[config.mk]
export PLATFORM = sky130hd
export DESIGN_NAME = jtag_cnfgmem_deserializer
export DESIGN_NICKNAME = d
export VERILOG_FILES = /design/src/rtl/jtag_cnfg_pkg.sv /design/src/rtl/jtag_cnfgmem_deserializer_fifo.sv /design/src/rtl/jtag_cnfgmem_deserializer.sv
export SDC_FILE = /design/constraint.sdc
export NUM_CORES = 1
export LEC_CHECK = 0
export BUFFER_PORTS_ARGS = -buffer_cell sky130_fd_sc_hd__clkbuf_2
export CAP_MARGIN = 20
export CELL_PAD_IN_SITES_DETAIL_PLACEMENT = 0
export CELL_PAD_IN_SITES_GLOBAL_PLACEMENT = 1
export CORE_MARGIN = 1.5
export CORE_UTILIZATION = 49
export CTS_CLUSTER_SIZE = 20
export DETAILED_ROUTE_END_ITERATION = 16
export PLACE_DENSITY_LB_ADDON = 0.2
export SLEW_MARGIN = 30
export SYNTH_ARGS = -nofsm -noshare
export SYNTH_HDL_FRONTEND = slang
export SYNTH_SLANG_ARGS = --single-unit
[constraint.sdc]
create_clock -name tck_i -period 3 [get_ports tck_i]
set_input_delay 0.45 -clock tck_i [delete_from_list [all_inputs] [get_ports tck_i]]
set_output_delay 0.45 -clock tck_i [all_outputs]
set_load 0.1 [all_outputs]
[src/rtl/jtag_cnfg_pkg.sv]
// Shared constants for the JTAG configuration-memory deserializer:
// status-word bit layout, default geometry and the FIFO level width helper.
package jtag_cnfg_pkg;

    localparam int STAT_OVF     = 0;
    localparam int STAT_PART    = 1;
    localparam int STAT_LVL_LSB = 2;

    localparam int DEF_WORD_W     = 32;
    localparam int DEF_FIFO_DEPTH = 4;

    // The level must be able to represent DEPTH itself, hence one extra bit.
    function automatic int lvl_width(input int depth);
        return $clog2(depth) + 1;
    endfunction

endpackage

[src/rtl/jtag_cnfgmem_deserializer_fifo.sv]
// First-word-fall-through word buffer between the TAP shift path and the
// bitstream loader. A push into a full FIFO only succeeds alongside a pop.
module cnfg_word_fifo #(
    parameter int WIDTH = 32,
    parameter int DEPTH = 4,
    parameter int LVL_W = 3
) (
    input  logic             tck_i,
    input  logic             trst_i,
    input  logic             push,
    input  logic [WIDTH-1:0] push_data,
    input  logic             pop,
    output logic [WIDTH-1:0] pop_data,
    output logic             full,
    output logic             empty,
    output logic [LVL_W-1:0] level
);

    localparam int AW = $clog2(DEPTH);

    logic [WIDTH-1:0] mem [DEPTH];
    logic [AW-1:0]    wr_ptr;
    logic [AW-1:0]    rd_ptr;
    logic [LVL_W-1:0] count;
    logic             do_push;
    logic             do_pop;

    assign empty    = (count == '0);
    assign full     = (count == LVL_W'(DEPTH));
    assign do_pop   = pop & ~empty;
    assign do_push  = push & (~full | do_pop);
    assign level    = count;
    // Drive zero while empty so the loader never sees stale data.
    assign pop_data = empty ? '0 : mem[rd_ptr];

    always_ff @(posedge tck_i) begin
        if (trst_i) begin
            wr_ptr <= '0;
            rd_ptr <= '0;
            count  <= '0;
        end else begin
            if (do_push) wr_ptr <= wr_ptr + 1'b1;
            if (do_pop)  rd_ptr <= rd_ptr + 1'b1;
            case ({do_push, do_pop})
                2'b10:   count <= count + 1'b1;
                2'b01:   count <= count - 1'b1;
                default: count <= count;
            endcase
        end
    end

    always_ff @(posedge tck_i) begin
        if (do_push) mem[wr_ptr] <= push_data;
    end

endmodule

[src/rtl/jtag_cnfgmem_deserializer.sv]
// Deserializes cnfgmem DR shift data LSB-first into configuration words,
// buffers them for the loader and returns a status word on TDO.
module jtag_cnfgmem_deserializer
    import jtag_cnfg_pkg::*;
#(
    parameter int WORD_W     = DEF_WORD_W,
    parameter int FIFO_DEPTH = DEF_FIFO_DEPTH,
    parameter int CNT_W      = 16
) (
    input  logic              tck_i,
    input  logic              trst_i,
    input  logic              cnfgmem_select_i,
    input  logic              capture_dr_i,
    input  logic              shift_dr_i,
    input  logic              update_dr_i,
    input  logic              tdi_i,
    output logic              tdo_o,
    output logic [WORD_W-1:0] word_o,
    output logic              word_valid_o,
    input  logic              word_ready_i,
    output logic              frame_done_o,
    output logic              overflow_o,
    output logic              partial_o,
    output logic [CNT_W-1:0]  word_count_o
);

    localparam int LVL_W = lvl_width(FIFO_DEPTH);
    localparam int BC_W  = $clog2(WORD_W);
    localparam logic [BC_W-1:0] LAST_BIT = BC_W'(WORD_W - 1);

    logic [WORD_W-1:0] sr;
    logic [WORD_W-1:0] shifted;
    logic [WORD_W-1:0] status;
    logic [BC_W-1:0]   bit_cnt;
    logic [LVL_W-1:0]  fifo_level;
    logic              fifo_full;
    logic              fifo_empty;
    logic              do_cap;
    logic              do_upd;
    logic              do_shift;
    logic              word_done;
    logic              pop;
    logic              push_ok;

    // Capture wins over update, which wins over shift.
    assign do_cap    = cnfgmem_select_i & capture_dr_i;
    assign do_upd    = cnfgmem_select_i & update_dr_i & ~capture_dr_i;
    assign do_shift  = cnfgmem_select_i & shift_dr_i & ~capture_dr_i & ~update_dr_i;

    assign shifted   = {tdi_i, sr[WORD_W-1:1]};
    assign word_done = do_shift & (bit_cnt == LAST_BIT);
    assign pop       = ~fifo_empty & word_ready_i;
    assign push_ok   = word_done & (~fifo_full | pop);

    assign tdo_o        = sr[0];
    assign word_valid_o = ~fifo_empty;

    always_comb begin
        status                         = '0;
        status[STAT_OVF]               = overflow_o;
        status[STAT_PART]              = partial_o;
        status[STAT_LVL_LSB +: LVL_W]  = fifo_level;
    end

    always_ff @(posedge tck_i) begin
        if (trst_i) begin
            sr           <= '0;
            bit_cnt      <= '0;
            frame_done_o <= 1'b0;
            overflow_o   <= 1'b0;
            partial_o    <= 1'b0;
            word_count_o <= '0;
        end else begin
            frame_done_o <= 1'b0;
            if (do_cap) begin
                sr           <= status;
                bit_cnt      <= '0;
                word_count_o <= '0;
            end else if (do_upd) begin
                // Partial bits stay in sr but are dead: the next word overwrites all of them.
                if (bit_cnt == '0) frame_done_o <= 1'b1;
                else               partial_o    <= 1'b1;
                bit_cnt <= '0;
            end else if (do_shift) begin
                sr <= shifted;
                if (word_done) begin
                    bit_cnt <= '0;
                    if (push_ok) begin
                        if (word_count_o != '1) word_count_o <= word_count_o + 1'b1;
                    end else begin
                        overflow_o <= 1'b1;
                    end
                end else begin
                    bit_cnt <= bit_cnt + 1'b1;
                end
            end
        end
    end

    cnfg_word_fifo #(
        .WIDTH (WORD_W),
        .DEPTH (FIFO_DEPTH),
        .LVL_W (LVL_W)
    ) u_fifo (
        .tck_i     (tck_i),
        .trst_i    (trst_i),
        .push      (word_done),
        .push_data (shifted),
        .pop       (pop),
        .pop_data  (word_o),
        .full      (fifo_full),
        .empty     (fifo_empty),
        .level     (fifo_level)
    );

endmodule

==> run metrics <==
CTS resizes 0; Final Skew 7.68 ps; H-tree depth 4; Die Y-Extent roughly 130 um; library cells used by synthesis between 40 and 50; Worst Path Required approximately 2600 ps; cell row count 45; commonest non-fill, non-tap cell in the layout edfxtp_1; Post-CTS Setup Bufs 0; # IOs 61; switching power between 900 and 1000 uW; Die Width approximately 130 um; Post-Syn Instances about 540; Pint between 4000 and 5000 uW; # fillers approximately 1200; Util after Layout roughly 59%; Worst-path clk slew around 60 ps; CP Capture Type output port; Slowest-stage cell, CP dfxtp_2; Worst-Margin Slew 678 ps; register area 0.00515 sq mm; ys flop type edfxtp_1; final count of negative-setup-slack endpoints 0; type of the worst setup path reg2out; sw frac around a fifth; Pwr Density about 570 mW/mm^2; drt pass-1 iters 4; Mapped Area around 0.0076 sq mm; most frequent cells in the layout edfxtp_1 (128), nand2_1 (88), dfxtp_1 (64); ys async rst share 0%; reg2reg start bit_cnt[0]; Leak 0.00315 uW; clock power share a little over two fifths; max cap viols 0; Seq pwr share 55.3%; CTS tree done; critical path arrival between 2000 and 2500 ps; Max VDD drop approximately 0.41 mV; combinational power share 1.5%; Critical Path, Cell by Cell buf_4 -> mux4_2 -> and2_1 -> clkbuf_2; setup TNS 0 ps; total track usage between 10% and 20%; Port Buf Inserts 60; wire per inst 17.2 um; Final GP Congestion 0.792; Clock Sinks roughly 190; diodes inserted 0; Hold Worst Slack roughly 300 ps; CTS Root Cell clkbuf_16; Worst slew margin a little over half; design area between 0.008 and 0.009 sq mm; worst-skew pair later-pin latency ~420 ps; ANT nets after route 0; final slew viol count 0; post-layout min period ~2700 ps; initial core utilization between 50% and 60%; crit-path max FO 8; first-pass GRT wire length between 20 and 25 mm; synthesis-to-layout area growth 16.5%; initial antenna violation count 0; core box area ~0.015 sq mm; Post-route DRC 0; Congestion Overflow GR 0; Post-synth EDFFs about 130; share of cells above drive strength 1 23.0%; Seq/Total Area, Yosys just under 70%; cell family with most CP delay buffers and inverters; vias per cell 5.50; RSZ-0062 raised after global routing no; HPWL Detailed roughly 8.7 mm; Worst Hold Class in2reg; fin nets about 630; syn nets 562; deepest clock path buffer count 2; achievable clock frequency 0.377 GHz; crit path buf inv count 2; Final Cycle Share roughly 89%; largest net degree at the start of global routing 38; Syn. warnings 0; area of the multi-input gates between 0.002 and 0.0025 sq mm; Post-DP Area just over 0.008 sq mm; number of global-route vias before repair 4375; TritonCTS Buffers 17; status complete, no violations; slowest stage delay, CP ~500 ps; final wirelength ~14 mm; Initial DRC Count 230; via count approximately 4500; cts hold-fix bufs 0; Hold Startpoint tdi_i; die footprint around 0.016 sq mm; final hold vios 0; Worst Setup Start Kind register; post-synthesis register bit count approximately 190; mean post-synth cell area between 10 and 15 sq um
metal layers:
metal | up-vias | share of wire [%] | global-route usage [%]
met3 | 17 | 3.3 | 3.51
met1 | 2225 | 46 | 24.1
met5 | - | 0 | 0
met4 | 0 | 1.5 | 6.94
li1 | 2163 | - | -
met2 | 76 | 50 | 30.3
per-stage QoR:
stage	total power (uW)	worst slack [ps]	instances
2_1_floorplan	2920	21.4	544
3_3_place_gp	2950	654	783
3_5_place_dp	2950	592	783
4_1_cts	5150	288	815
5_1_grt	5250	244	815
6_report	5090	345	815
sequential cells by signal, summed over array words and instances (netlist names), named ones only:
signal and count:
u_fifo.mem 128, sr 32, word_count_o 16, bit_cnt 5, u_fifo.level 3, u_fifo.rd_ptr 2, u_fifo.wr_ptr 2, frame_done_o 1
overflow_o 1, partial_o 1
synthesized netlist by cell type, types with 6 or more instances:
cell | instances | area (sq um)
dfxtp_1 | 65 | 1300
mux4_2 | 32 | 721
nor2_1 | 18 | 67.6
clkbuf_1 | 21 | 78.8
a21oi_1 | 44 | 220
nand2b_1 | 6 | 37.5
ha_1 | 9 | 113
nand3_1 | 8 | 40.0
or4_1 | 7 | 52.6
o31ai_1 | 6 | 45.0
nor4_1 | 6 | 37.5
nand2_1 | 88 | 330
inv_1 | 9 | 33.8
and2_1 | 38 | 238
edfxtp_1 | 128 | 3840
mux2i_1 | 6 | 60.1
layout make-up:
cell class | instances | share of cell area, %
sequential | 193 | 57.9
multi-input combinational | 312 | 26.4
timing repair buffer | 80 | 6.22
clock buffer | 21 | 4.95
tap | 188 | 2.64
clock inverter | 11 | 1.55
inverter | 10 | 0.422
final timing paths:
check,to,cells past startpoint,slack [ps]
max,word_o[20],4,340
min,u_fifo.mem[0][31],1,300
max reg2reg,u_fifo.level[2],12,550
min reg2reg,bit_cnt[4],2,480
power by group through the flow:
| stage | clock network [uW] | registers (uW) | logic [uW] |
|---|---|---|---|
| after floorplan | 0 | 2880 | 37.1 |
| after global placement | 0 | 2870 | 74.4 |
| after detailed placement | 0 | 2870 | 75.3 |
| after CTS | 2260 | 2810 | 75.5 |
| after global routing | 2350 | 2810 | 81.8 |
| final | 2200 | 2820 | 75.3 |
cells by family after synthesis:
logic type / after synthesis / share of synthesized area (%)
adders and majority gates: 10 / 1.74
buffers and inverters: 39 / 2.11
muxes: 38 / 10.2
DFF: 193 / 67.4
and+or+nand+nor: 192 / 12.9
xor gates and xnor gates: 7 / 0.803
AOI/OAI and AO/OA: 65 / 4.88
Power figures use the tool's default switching activity.
